[src/rtl/uart_cmd_decoder.sv]
// Assembles column/row/char byte triples from the uart into text-buffer writes.
// A mid-command idle timeout drops partial commands so framing restarts at a column byte.
module uart_cmd_decoder #(
   parameter int COLS    = 80,
   parameter int ROWS    = 30,
   parameter int ADDR_W  = 12,
   parameter int TIMEOUT = 65535,
   parameter int TO_W    = 16
) (
   input  logic              clk_i,
   input  logic              rst_i,
   input  logic              wr_i,
   input  logic [7:0]        data_i,
   output logic              wr_en_o,
   output logic [ADDR_W-1:0] addr_o,
   output logic [7:0]        char_o,
   output logic              err_o,
   output logic              timeout_o,
   output logic [1:0]        state_o
);

   // Upstream is strobe-only: each cycle with wr_i=1 carries one byte, there is no
   // ready, so every strobed byte is consumed in the state it arrives in.
   typedef enum logic [1:0] {
      S_COL  = 2'd0,
      S_ROW  = 2'd1,
      S_CHAR = 2'd2
   } state_t;

   localparam logic [31:0]     COLS_U = COLS;
   localparam logic [31:0]     ROWS_U = ROWS;
   localparam logic [TO_W-1:0] TO_MAX = TO_W'(TIMEOUT - 1);

   state_t              r_state;
   state_t              w_next;
   logic [7:0]          r_col;
   logic [7:0]          r_row;
   logic [TO_W-1:0]     r_to_cnt;
   logic                r_wr_en;
   logic [ADDR_W-1:0]   r_addr;
   logic [7:0]          r_char;
   logic                r_err;
   logic                r_timeout;
   logic                w_cmd_done;
   logic                w_expire;
   logic                w_valid;
   logic [ADDR_W-1:0]   w_lin;

   assign w_valid = (32'(r_col) < COLS_U) && (32'(r_row) < ROWS_U);
   assign w_lin   = ADDR_W'(r_row) * ADDR_W'(COLS) + ADDR_W'(r_col);

   always_ff @(posedge clk_i) begin
      if (rst_i) r_state <= S_COL;
      else       r_state <= w_next;
   end

   always_comb begin
      w_next     = r_state;
      w_cmd_done = 1'b0;
      w_expire   = 1'b0;
      case (r_state)
         S_COL: begin
            if (wr_i) w_next = S_ROW;
         end
         S_ROW: begin
            if (wr_i) begin
               w_next = S_CHAR;
            end else if (r_to_cnt == TO_MAX) begin
               w_next   = S_COL;
               w_expire = 1'b1;
            end
         end
         S_CHAR: begin
            if (wr_i) begin
               w_next     = S_COL;
               w_cmd_done = 1'b1;
            end else if (r_to_cnt == TO_MAX) begin
               w_next   = S_COL;
               w_expire = 1'b1;
            end
         end
         default: w_next = S_COL;
      endcase
   end

   always_ff @(posedge clk_i) begin
      if (rst_i) begin
         r_col     <= '0;
         r_row     <= '0;
         r_to_cnt  <= '0;
         r_wr_en   <= 1'b0;
         r_addr    <= '0;
         r_char    <= '0;
         r_err     <= 1'b0;
         r_timeout <= 1'b0;
      end else begin
         r_wr_en   <= 1'b0;
         r_err     <= 1'b0;
         r_timeout <= w_expire;
         if (wr_i && r_state == S_COL) r_col <= data_i;
         if (wr_i && r_state == S_ROW) r_row <= data_i;
         if (w_cmd_done) begin
            if (w_valid) begin
               r_wr_en <= 1'b1;
               r_addr  <= w_lin;
               r_char  <= data_i;
            end else begin
               r_err   <= 1'b1;
            end
         end
         // Counter only runs while a command is partially received.
         if (wr_i || r_state == S_COL || w_expire) r_to_cnt <= '0;
         else                                      r_to_cnt <= r_to_cnt + 1'b1;
      end
   end

   assign wr_en_o   = r_wr_en;
   assign addr_o    = r_addr;
   assign char_o    = r_char;
   assign err_o     = r_err;
   assign timeout_o = r_timeout;
   assign state_o   = r_state;

endmodule

[config.mk]
export PLATFORM = sky130hd
export DESIGN_NAME = uart_cmd_decoder
export DESIGN_NICKNAME = d
export VERILOG_FILES = /design/src/rtl/uart_cmd_decoder.sv
export SDC_FILE = /design/constraint.sdc
export NUM_CORES = 1
export LEC_CHECK = 0
export CORE_MARGIN = 5
export CORE_UTILIZATION = 45
export CTS_BUF_LIST = sky130_fd_sc_hd__clkbuf_16
export DETAILED_ROUTE_END_ITERATION = 10
export MAX_ROUTING_LAYER = met4
export PLACE_DENSITY = 0.69
export SLEW_MARGIN = 10
export SYNTH_ARGS = -nofsm -noshare
export SYNTH_HDL_FRONTEND = slang
export SYNTH_SLANG_ARGS = --single-unit
[constraint.sdc]
create_clock -name clk_i -period 2.71 [get_ports clk_i]
set_input_delay 0.4065 -clock clk_i [delete_from_list [all_inputs] [get_ports clk_i]]
set_output_delay 0.4065 -clock clk_i [all_outputs]
set_load 0.01 [all_outputs]
==> flow_summary.json <==
{
  "status": "finished, final reports clean",
  "cts_hold_buf": 0,
  "vias_per_cell": 5.04,
  "dp_cells": 412,
  "antenna_found_initial": 0,
  "syn_nets": 347,
  "design_area_um2": 3340,
  "diodes": 0,
  "area_growth_pct": 27.0,
  "die_h_um": 86.5,
  "clk_pin_slew_ns": 0.05,
  "fin_nets": 383,
  "endpoint_kind": "register",
  "hold_violations": 0,
  "start_util_pct": 46.9,
  "switching_share_pct": 22.1,
  "firstDrtPassIters": 4,
  "crit_arrival_ns": 2.49,
  "postCtsSetupBuffers": 0,
  "slew_viol_final": 0,
  "drc": 0,
  "synth_edf_count": 0,
  "whs_ns": 0.450,
  "finalSetupViolations": 0,
  "portBuffers": 35,
  "numCtsBuffers": 9,
  "cellLeakagePower_nw": 1.24,
  "routed_wl_um": 5520,
  "wl_per_cell_um": 12.9,
  "skew_ns": 0.00445,
  "slew_headroom_pct": 52.1,
  "clockPowerShare_pct": 52.6,
  "async_reset_ff_share_pct": 0,
  "final.setup.tns_ns": 0,
  "rows": 27,
  "dr_total_vias": 2155,
  "yosysWarnings": 0,
  "rsz0062_at_grt": "no",
  "worst-setup-path-type": "register to register",
  "fin_crit_sh_pct": 83.4,
  "seqPwrFrac_pct": 39.7,
  "final_cells": 428,
  "dominantRegCellSynth": "dfxtp_1",
  "placement.cell_area_um2": 3030,
  "cts_tree": "built",
  "grt-ovfl-total": 0,
  "io_pins": 36,
  "ys_ff_latch": 57,
  "clock-sinks": 57,
  "post_synth_num_cell_types": 34,
  "pwr-share-comb_pct": 7.8,
  "grt_use_total_pct": 16.9,
  "ctsRootBufferMaster": "clkbuf_16",
  "required_ns": 2.94,
  "max-clock-path-buffers": 2,
  "worstSkewPairLatency_ns": 0.32,
  "switchingPower_mw": 0.491,
  "max_freq_mhz": 442,
  "die_w_um": 86.5,
  "postCtsResizedCells": 0,
  "drt-initial-drc-count": 142,
  "syn_area_per_cell_um2": 8.35,
  "syn_area_um2": 2630,
  "grt_pass1_vias": 2122,
  "drive_gt1_share_pct": 6.18,
  "die_area_um2": 7470,
  "htreeDepth": 3,
  "tightest_slew_ns": 0.719,
  "synth_seq_area_share_pct": 43.4,
  "crit_path_start_kind": "register",
  "gp_congestion": 0.772,
  "coreArea_um2": 5610,
  "dp.final_hpwl_um": 3920,
  "grt_max_degree": 42,
  "critPathMaxFanout": 5,
  "p_int_mw": 1.73,
  "fin_crit_ns": 2.26,
  "antenna_left": 0,
  "hp-class": "register to register",
  "ir_drop_mv": 0.502,
  "cap_violations": 0,
  "grt_pass1_wl_um": 9610,
  "synth_cells": 315,
  "powerDensity_nw_per_um2": 664
}
[synthesized netlist by cell type, types with 2 or more instances]
cell type / count / area (um^2)
nand4_1: 4 / 25.0
nand3_1: 16 / 80.1
xor2_1: 12 / 105
fa_1: 2 / 40.0
o21ai_0: 3 / 15.0
nor3_1: 5 / 25.0
inv_1: 13 / 48.8
nand2_1: 67 / 251
nor2b_1: 2 / 12.5
ha_1: 19 / 238
buf_2: 3 / 15.0
a21o_1: 2 / 15.0
nor4_2: 2 / 25.0
a211oi_1: 5 / 37.5
and4_1: 2 / 17.5
dfxtp_1: 57 / 1140
nor2_1: 27 / 101
a211o_1: 2 / 17.5
xnor2_1: 9 / 78.8
a21oi_1: 42 / 210
clkbuf_1: 8 / 30.0
[registers in the layout (all words and copies together), names as in the netlist]
name and flops:
addr_o 12, char_o 8, state_o 2, r_to_cnt 16, err_o 1, r_row 8
timeout_o 1, r_col 8, wr_en_o 1
[cells in the final DEF (no fill, tap or decap), drive strengths merged, types with 3 or more instances in the layout]
cell	instances
clkdlybuf4s50	35
a211oi	5
xor2	12
a21oi	43
nor3	5
buf	3
xnor2	9
nand2	67
ha	19
clkbuf	9
nor2	27
nand4	4
inv	14
dfxtp	57
clkinv	3
nand3	17
o21ai	3
nor4	3
[kinds of logic (layout without fill, tap and decap cells)]
logic type      count (synthesis)  in the layout  share of synthesized area (%)
xor+xnor                       21             21                           6.99
buf+inv                        26             67                           4.28
fa+ha+maj                      21             21                           10.6
compound gates                 58             58                           12.4
simple gates                  132            132                           22.4
flops                          57             57                           43.4
[critical path, stage by stage (launching register included)]
cell and delay (ns):
dfxtp_1 0.39, ha_1 0.26, ha_1 0.23, fa_1 0.40, xor2_1 0.20, nand2_1 0.12
nor4_2 0.24, xnor2_1 0.09, a211oi_1 0.24
[final timing paths]
| path | endpoint | cells past startpoint | slack (ns) | startpoint |
|---|---|---|---|---|
| max | addr_o[11] | 8 | 0.45 | r_row[1] |
| min reg2reg | addr_o[9] | 2 | 0.45 | addr_o[9] |
| min | addr_o[9] | 2 | 0.45 | addr_o[9] |
| max reg2reg | addr_o[11] | 8 | 0.45 | r_row[1] |
[power groups by stage]
stage | clock network, mW | logic (mW) | registers [mW]
floorplan | 0 | 0.111 | 0.895
global placement | 0 | 0.170 | 0.896
detailed placement | 0 | 0.171 | 0.897
CTS | 1.18 | 0.173 | 0.880
global route | 1.23 | 0.197 | 0.882
finish | 1.17 | 0.172 | 0.880
[area by class of cell]
class	count	area [um^2]
clock buffers	9	225
well taps	72	90.1
inverters	13	48.8
flip-flops and latches	57	1140
multi-input cells	232	1380
fillers	529	2270
repair buffers	38	373
clock inverters	7	86.3
[layer usage]
metal / vias to the layer above / share of wire [%] / track usage [%]
met2: 53 / 48 / 25.7
met4: 0 / 2.2 / 7.51
li1: 1128 / - / -
met3: 13 / 5.6 / 5.80
met1: 961 / 45 / 20.3
met5: - / 0 / -
[per-stage QoR]
step | utilization, % | setup slack (ns) | power (mW)
2_1_floorplan | - | 0.606 | 1.01
3_3_place_gp | 54.0 | 0.527 | 1.07
3_5_place_dp | 54.0 | 0.435 | 1.07
4_1_cts | 59.6 | 0.425 | 2.24
5_1_grt | 59.6 | 0.233 | 2.31
6_report | 59.6 | 0.449 | 2.22
(Power assumes the default switching activity.)
